===== src/rtl/add_sub_pipe.sv =====
// Pipelined two's-complement adder/subtractor. Each stage resolves one SEG_W-bit
// segment with rippled 4-bit CLA groups; the segment carry is registered forward.
module add_sub_pipe #(
    parameter int WIDTH = 32,
    parameter int SEG_W = 8
) (
    input  logic             clk,
    input  logic             rst_n,
    input  logic             in_valid,
    output logic             in_ready,
    input  logic [WIDTH-1:0] a,
    input  logic [WIDTH-1:0] b,
    input  logic             sub,
    output logic             out_valid,
    input  logic             out_ready,
    output logic [WIDTH-1:0] result,
    output logic             carry_out,
    output logic             overflow,
    output logic             zero,
    output logic             negative
);
    localparam int NSTG = WIDTH / SEG_W;

    // Returns {carry_out, sum} for one segment built from 4-bit lookahead groups.
    function automatic logic [SEG_W:0] seg_add(input logic [SEG_W-1:0] x,
                                               input logic [SEG_W-1:0] y,
                                               input logic             ci);
        logic [SEG_W:0]   c;
        logic [SEG_W-1:0] g;
        logic [SEG_W-1:0] p;
        g    = x & y;
        p    = x ^ y;
        c    = '0;
        c[0] = ci;
        for (int j = 0; j < SEG_W / 4; j++) begin
            c[4*j+1] = g[4*j] | (p[4*j] & c[4*j]);
            c[4*j+2] = g[4*j+1] | (p[4*j+1] & g[4*j]) | (p[4*j+1] & p[4*j] & c[4*j]);
            c[4*j+3] = g[4*j+2] | (p[4*j+2] & g[4*j+1]) | (p[4*j+2] & p[4*j+1] & g[4*j])
                     | (p[4*j+2] & p[4*j+1] & p[4*j] & c[4*j]);
            c[4*j+4] = g[4*j+3] | (p[4*j+3] & g[4*j+2]) | (p[4*j+3] & p[4*j+2] & g[4*j+1])
                     | (p[4*j+3] & p[4*j+2] & p[4*j+1] & g[4*j])
                     | (p[4*j+3] & p[4*j+2] & p[4*j+1] & p[4*j] & c[4*j]);
        end
        return {c[SEG_W], p ^ c[SEG_W-1:0]};
    endfunction

    logic [NSTG:0] vld_pipe;
    logic          stall;
    logic          cin_q;
    logic          ov_q;
    logic          ov_d;

    assign stall     = vld_pipe[NSTG] & ~out_ready;
    assign in_ready  = ~stall;
    assign out_valid = vld_pipe[NSTG];

    always_ff @(posedge clk or negedge rst_n) begin
        if (!rst_n) begin
            vld_pipe <= '0;
            cin_q    <= 1'b0;
        end else if (!stall) begin
            vld_pipe <= {vld_pipe[NSTG-1:0], in_valid};
            cin_q    <= sub;
        end
    end

    // Stage k owns the operand bits it has not consumed yet (REM wide) and the
    // result bits produced so far (RW wide), so every register bit is used.
    for (genvar k = 0; k < NSTG; k++) begin : g_stg
        localparam int REM = WIDTH - k * SEG_W;
        localparam int RW  = (k + 1) * SEG_W;

        logic [REM-1:0] a_q, bx_q, a_d, bx_d;
        logic [RW-1:0]  res_q, res_d;
        logic           cy_q, cy_d, z_q, z_d;
        logic           ci, zi;
        logic [SEG_W:0] s;

        if (k == 0) begin : g_src
            assign a_d   = a;
            assign bx_d  = b ^ {WIDTH{sub}};
            assign ci    = cin_q;
            assign zi    = 1'b1;
            assign res_d = s[SEG_W-1:0];
        end else begin : g_src
            assign a_d   = g_stg[k-1].a_q[REM+SEG_W-1:SEG_W];
            assign bx_d  = g_stg[k-1].bx_q[REM+SEG_W-1:SEG_W];
            assign ci    = g_stg[k-1].cy_q;
            assign zi    = g_stg[k-1].z_q;
            assign res_d = {s[SEG_W-1:0], g_stg[k-1].res_q};
        end

        assign s    = seg_add(a_q[SEG_W-1:0], bx_q[SEG_W-1:0], ci);
        assign cy_d = s[SEG_W];
        assign z_d  = zi & (s[SEG_W-1:0] == '0);

        always_ff @(posedge clk or negedge rst_n) begin
            if (!rst_n) begin
                a_q   <= '0;
                bx_q  <= '0;
                res_q <= '0;
                cy_q  <= 1'b0;
                z_q   <= 1'b0;
            end else if (!stall) begin
                a_q   <= a_d;
                bx_q  <= bx_d;
                res_q <= res_d;
                cy_q  <= cy_d;
                z_q   <= z_d;
            end
        end
    end

    // Carry into the MSB is recovered as a ^ b ^ sum at that bit.
    assign ov_d = g_stg[NSTG-1].a_q[SEG_W-1] ^ g_stg[NSTG-1].bx_q[SEG_W-1]
                ^ g_stg[NSTG-1].s[SEG_W-1] ^ g_stg[NSTG-1].s[SEG_W];

    always_ff @(posedge clk or negedge rst_n) begin
        if (!rst_n)      ov_q <= 1'b0;
        else if (!stall) ov_q <= ov_d;
    end

    assign result    = g_stg[NSTG-1].res_q;
    assign carry_out = g_stg[NSTG-1].cy_q;
    assign zero      = g_stg[NSTG-1].z_q;
    assign negative  = g_stg[NSTG-1].res_q[WIDTH-1];
    assign overflow  = ov_q;
endmodule


===== config.mk =====
export PLATFORM = sky130hd
export DESIGN_NAME = add_sub_pipe
export DESIGN_NICKNAME = d
export VERILOG_FILES = /design/src/rtl/add_sub_pipe.sv
export SDC_FILE = /design/constraint.sdc
export NUM_CORES = 1
export LEC_CHECK = 0
export CELL_PAD_IN_SITES_DETAIL_PLACEMENT = 0
export CELL_PAD_IN_SITES_GLOBAL_PLACEMENT = 1
export CORE_UTILIZATION = 40
export DETAILED_ROUTE_END_ITERATION = 10
export PLACE_DENSITY = 0.73
export SLEW_MARGIN = 20
export SYNTH_ARGS = -nofsm -noshare
export SYNTH_HDL_FRONTEND = slang
export SYNTH_SLANG_ARGS = --single-unit

===== constraint.sdc =====
create_clock -name clk -period 6 [get_ports clk]
set_input_delay 0.9 -clock clk [delete_from_list [all_inputs] [get_ports clk]]
set_output_delay 0.9 -clock clk [all_outputs]
set_load 0.02 [all_outputs]

==> impl_metrics.tcl <==
set metrics [dict create \
    synth_area_sq_mm 0.0111 \
    syn_to_final_growth_pct 19.8 \
    port_buffers 106 \
    dieArea_sq_mm 0.0285 \
    cts_tree "built" \
    synth-xor-area-share_pct 4.40 \
    grt_pass1_vias 7558 \
    vias 7864 \
    wl_per_cell_um 12.9 \
    ys_ff_latch 255 \
    leakage_nw 6.54 \
    ir_drop_mv 0.222 \
    ant_nets 0 \
    antenna_found_initial 0 \
    synth-simple-area-share_pct 23.8 \
    via_per_inst 4.65 \
    skew_ps 22.4 \
    dieWidth_um 169 \
    finalSetupTns_ps 0 \
    hold_viol_final 0 \
    hold_path.class "input port to async pin" \
    yosysSeqAreaShare_pct 57.3 \
    placed_area_sq_mm 0.0125 \
    synthMuxAreaShare_pct 0.359 \
    slew_headroom_pct 36.4 \
    final_cell_mix "nand2_1 (622), dfrtp_1 (255), clkdlybuf4s50_1 (104), o21ai_0 (53), xnor2_1 (44)" \
    cts_buffers 29 \
    synthAdderAreaFrac_pct 5.03 \
    rsz0062_at_grt "false" \
    status "complete, no violations" \
    synth_top_cell_by_area "dfrtp_1" \
    postSynthCellCount 1224 \
    track_usage_pct 16.0 \
    clock.fmax_ghz 0.287 \
    synth_nets 1333 \
    slowest_stage "clkdlybuf4s50_1" \
    cts_setup_buffers 0 \
    syn_avg_cell_area_sq_um 9.10 \
    dp_hpwl_um 13700 \
    clk_pin_slew_worst_paths_ps 60 \
    final_layout_size_suffix_gt1_share_pct 4.62 \
    fin_crit_sh_pct 58.0 \
    crit_top_cell "clkdlybuf4s50_1" \
    cts.path.max_buffers 3 \
    route.detailed.drc 0 \
    drt_iter0_markers 385 \
    critPathBufInv 3 \
    cts_hold_buf 0 \
    setup_viol 0 \
    worstSetupStartpointType "input port" \
    rows 60 \
    dieHeight_um 169 \
    ys_top_cells_by_area "dfrtp_1 (57%), nand2_1 (21%), ha_1 (3.6%)" \
    cts_resized 0 \
    synth-compound-area-share_pct 6.46 \
    htree_levels 1 \
    dr.pass1.iters 4 \
    layout_commonest_cell "nand2_1" \
    grt_pass1_wl_um 37400 \
    worstPathMaxFanout 78 \
    cp_slowest_stage_delay_ps 710 \
    gp_congestion 0.765 \
    grt_max_degree 197 \
    ys_warn_count 0 \
    fin_area_sq_mm 0.0133 \
    power.density_mw_per_mm2 553 \
    nNetsFinal 1415 \
    synth.distinct_cells 46 \
    path_class "input port to primary output" \
    crit_chain "clkdlybuf4s50_1 > nor2b_4 > inv_6 > clkdlybuf4s50_1" \
    ioPinCount 107 \
    arrival_ps 2580 \
    cp_top_family "buffers and inverters" \
    yosysTopAreaCellShare_pct 57.3 \
    crit_path_end_kind "primary output" \
    worst_pin_slew_ps 954 \
    clkLatencyLatePin_ps 540 \
    fp.coreArea_sq_mm 0.0271 \
    routed_wl_um 21900 \
    worstPathRequired_ps 5100 \
    maxSlewViolCount 0 \
    post-route-min-period_ps 3480 \
    post-route-util_pct 49.2 \
    clock-sinks 255 \
    start_util_pct 41.1 \
    maxCapViolCount 0 \
    holdWs_ps 429 \
    antennaDiodeCount 0 \
    nFillCells 2666 \
    overflow 0 \
    root_buffer "clkbuf_16" \
    finalPower_mw 7.38 \
    r2r_setup_slack_ps 3320 \
    synth_top_family_by_area "simple AND/OR/NAND/NOR gates" \
]
worst paths after layout:
| kind | from | endpoint | cells after the start |
|---|---|---|---|
| worst max-delay path | out_ready | in_ready | 4 |
| worst min-delay path | rst_n | g_stg[0].bx_q[31] | 1 |
| worst max register to register | g_stg[1].a_q[0] | g_stg[1].z_q | 9 |
| worst min register to register | result[23] | result[23] | 2 |
| max in group asynchronous | rst_n | g_stg[0].a_q[15] | 2 |
| min in group clk | result[23] | result[23] | 2 |
flip-flops by register name (all words and copies together) (netlist names):
signal / count
carry_out: 1
cin_q: 1
g_stg.a_q: 80
g_stg.bx_q: 80
g_stg.cy_q: 3
g_stg.res_q: 48
g_stg.z_q: 3
overflow: 1
result: 32
vld_pipe: 5
zero: 1
cells by family (layout without fill, tap and decap cells):
group,after synthesis,count (layout)
buffers and inverters,66,162
XOR/XNOR,56,56
adder cells (fa/ha/maj),40,40
AO/OA/AOI/OAI,114,114
multiplexers,4,4
AND/OR/NAND/NOR,689,689
flip-flops,255,255
Yosys cell counts (all sizes together):
| master | n |
|---|---|
| a211oi | 4 |
| nand4 | 1 |
| o21bai | 1 |
| and3 | 2 |
| xnor2 | 44 |
| inv | 5 |
| o21ai | 56 |
| a22oi | 2 |
| nor2b | 1 |
| o22ai | 3 |
| o41ai | 2 |
| nor4 | 2 |
| and2 | 5 |
| a211o | 1 |
| a21o | 5 |
| nand3 | 2 |
| ha | 32 |
| a22o | 2 |
| xor2 | 12 |
| a2111oi | 5 |
| o21a | 1 |
| mux2i | 4 |
| nand2b | 5 |
| dfrtp | 255 |
| nand3b | 1 |
| a21oi | 20 |
| fa | 8 |
| o31ai | 4 |
| nor2 | 40 |
| or3 | 1 |
| a31oi | 5 |
| clkbuf | 34 |
| o2111ai | 1 |
| buf | 27 |
| nor3 | 5 |
| o21ba | 2 |
| nand2 | 624 |
layer usage:
layer / global-route usage (%) / up-vias / share of wire, %
met5: 0 / - / 0
met4: 3.95 / 0 / 2.1
met3: 2.64 / 30 / 3.5
met2: 24.3 / 109 / 44
li1: - / 4048 / -
met1: 23.6 / 3677 / 50
layout make-up:
type	instances	area [sq um]	share of cell area (%)
Sequential cell	255	6380	47.8
Multi-Input combinational cell	903	4460	33.4
Timing Repair Buffer	112	1140	8.57
Clock buffer	41	841	6.30
Tap cell	372	465	3.49
Clock inverter	4	27.5	0.206
Inverter	5	23.8	0.178
through the flow:
step | setup slack, ps | std cells
after detailed placement | 2490 | 1646
after global routing | 2420 | 1692
final | 2520 | 1692
after floorplan | 3390 | 1224
after global placement | 2490 | 1646
after CTS | 2490 | 1691
report_power, final:
group | switching, mW | internal [mW] | total (mW)
sequential | 0.445 | 2.48 | 2.92
combinational | 1.64 | 1.20 | 2.84
clock | 0.656 | 0.958 | 1.61
(Power assumes the default switching activity.)
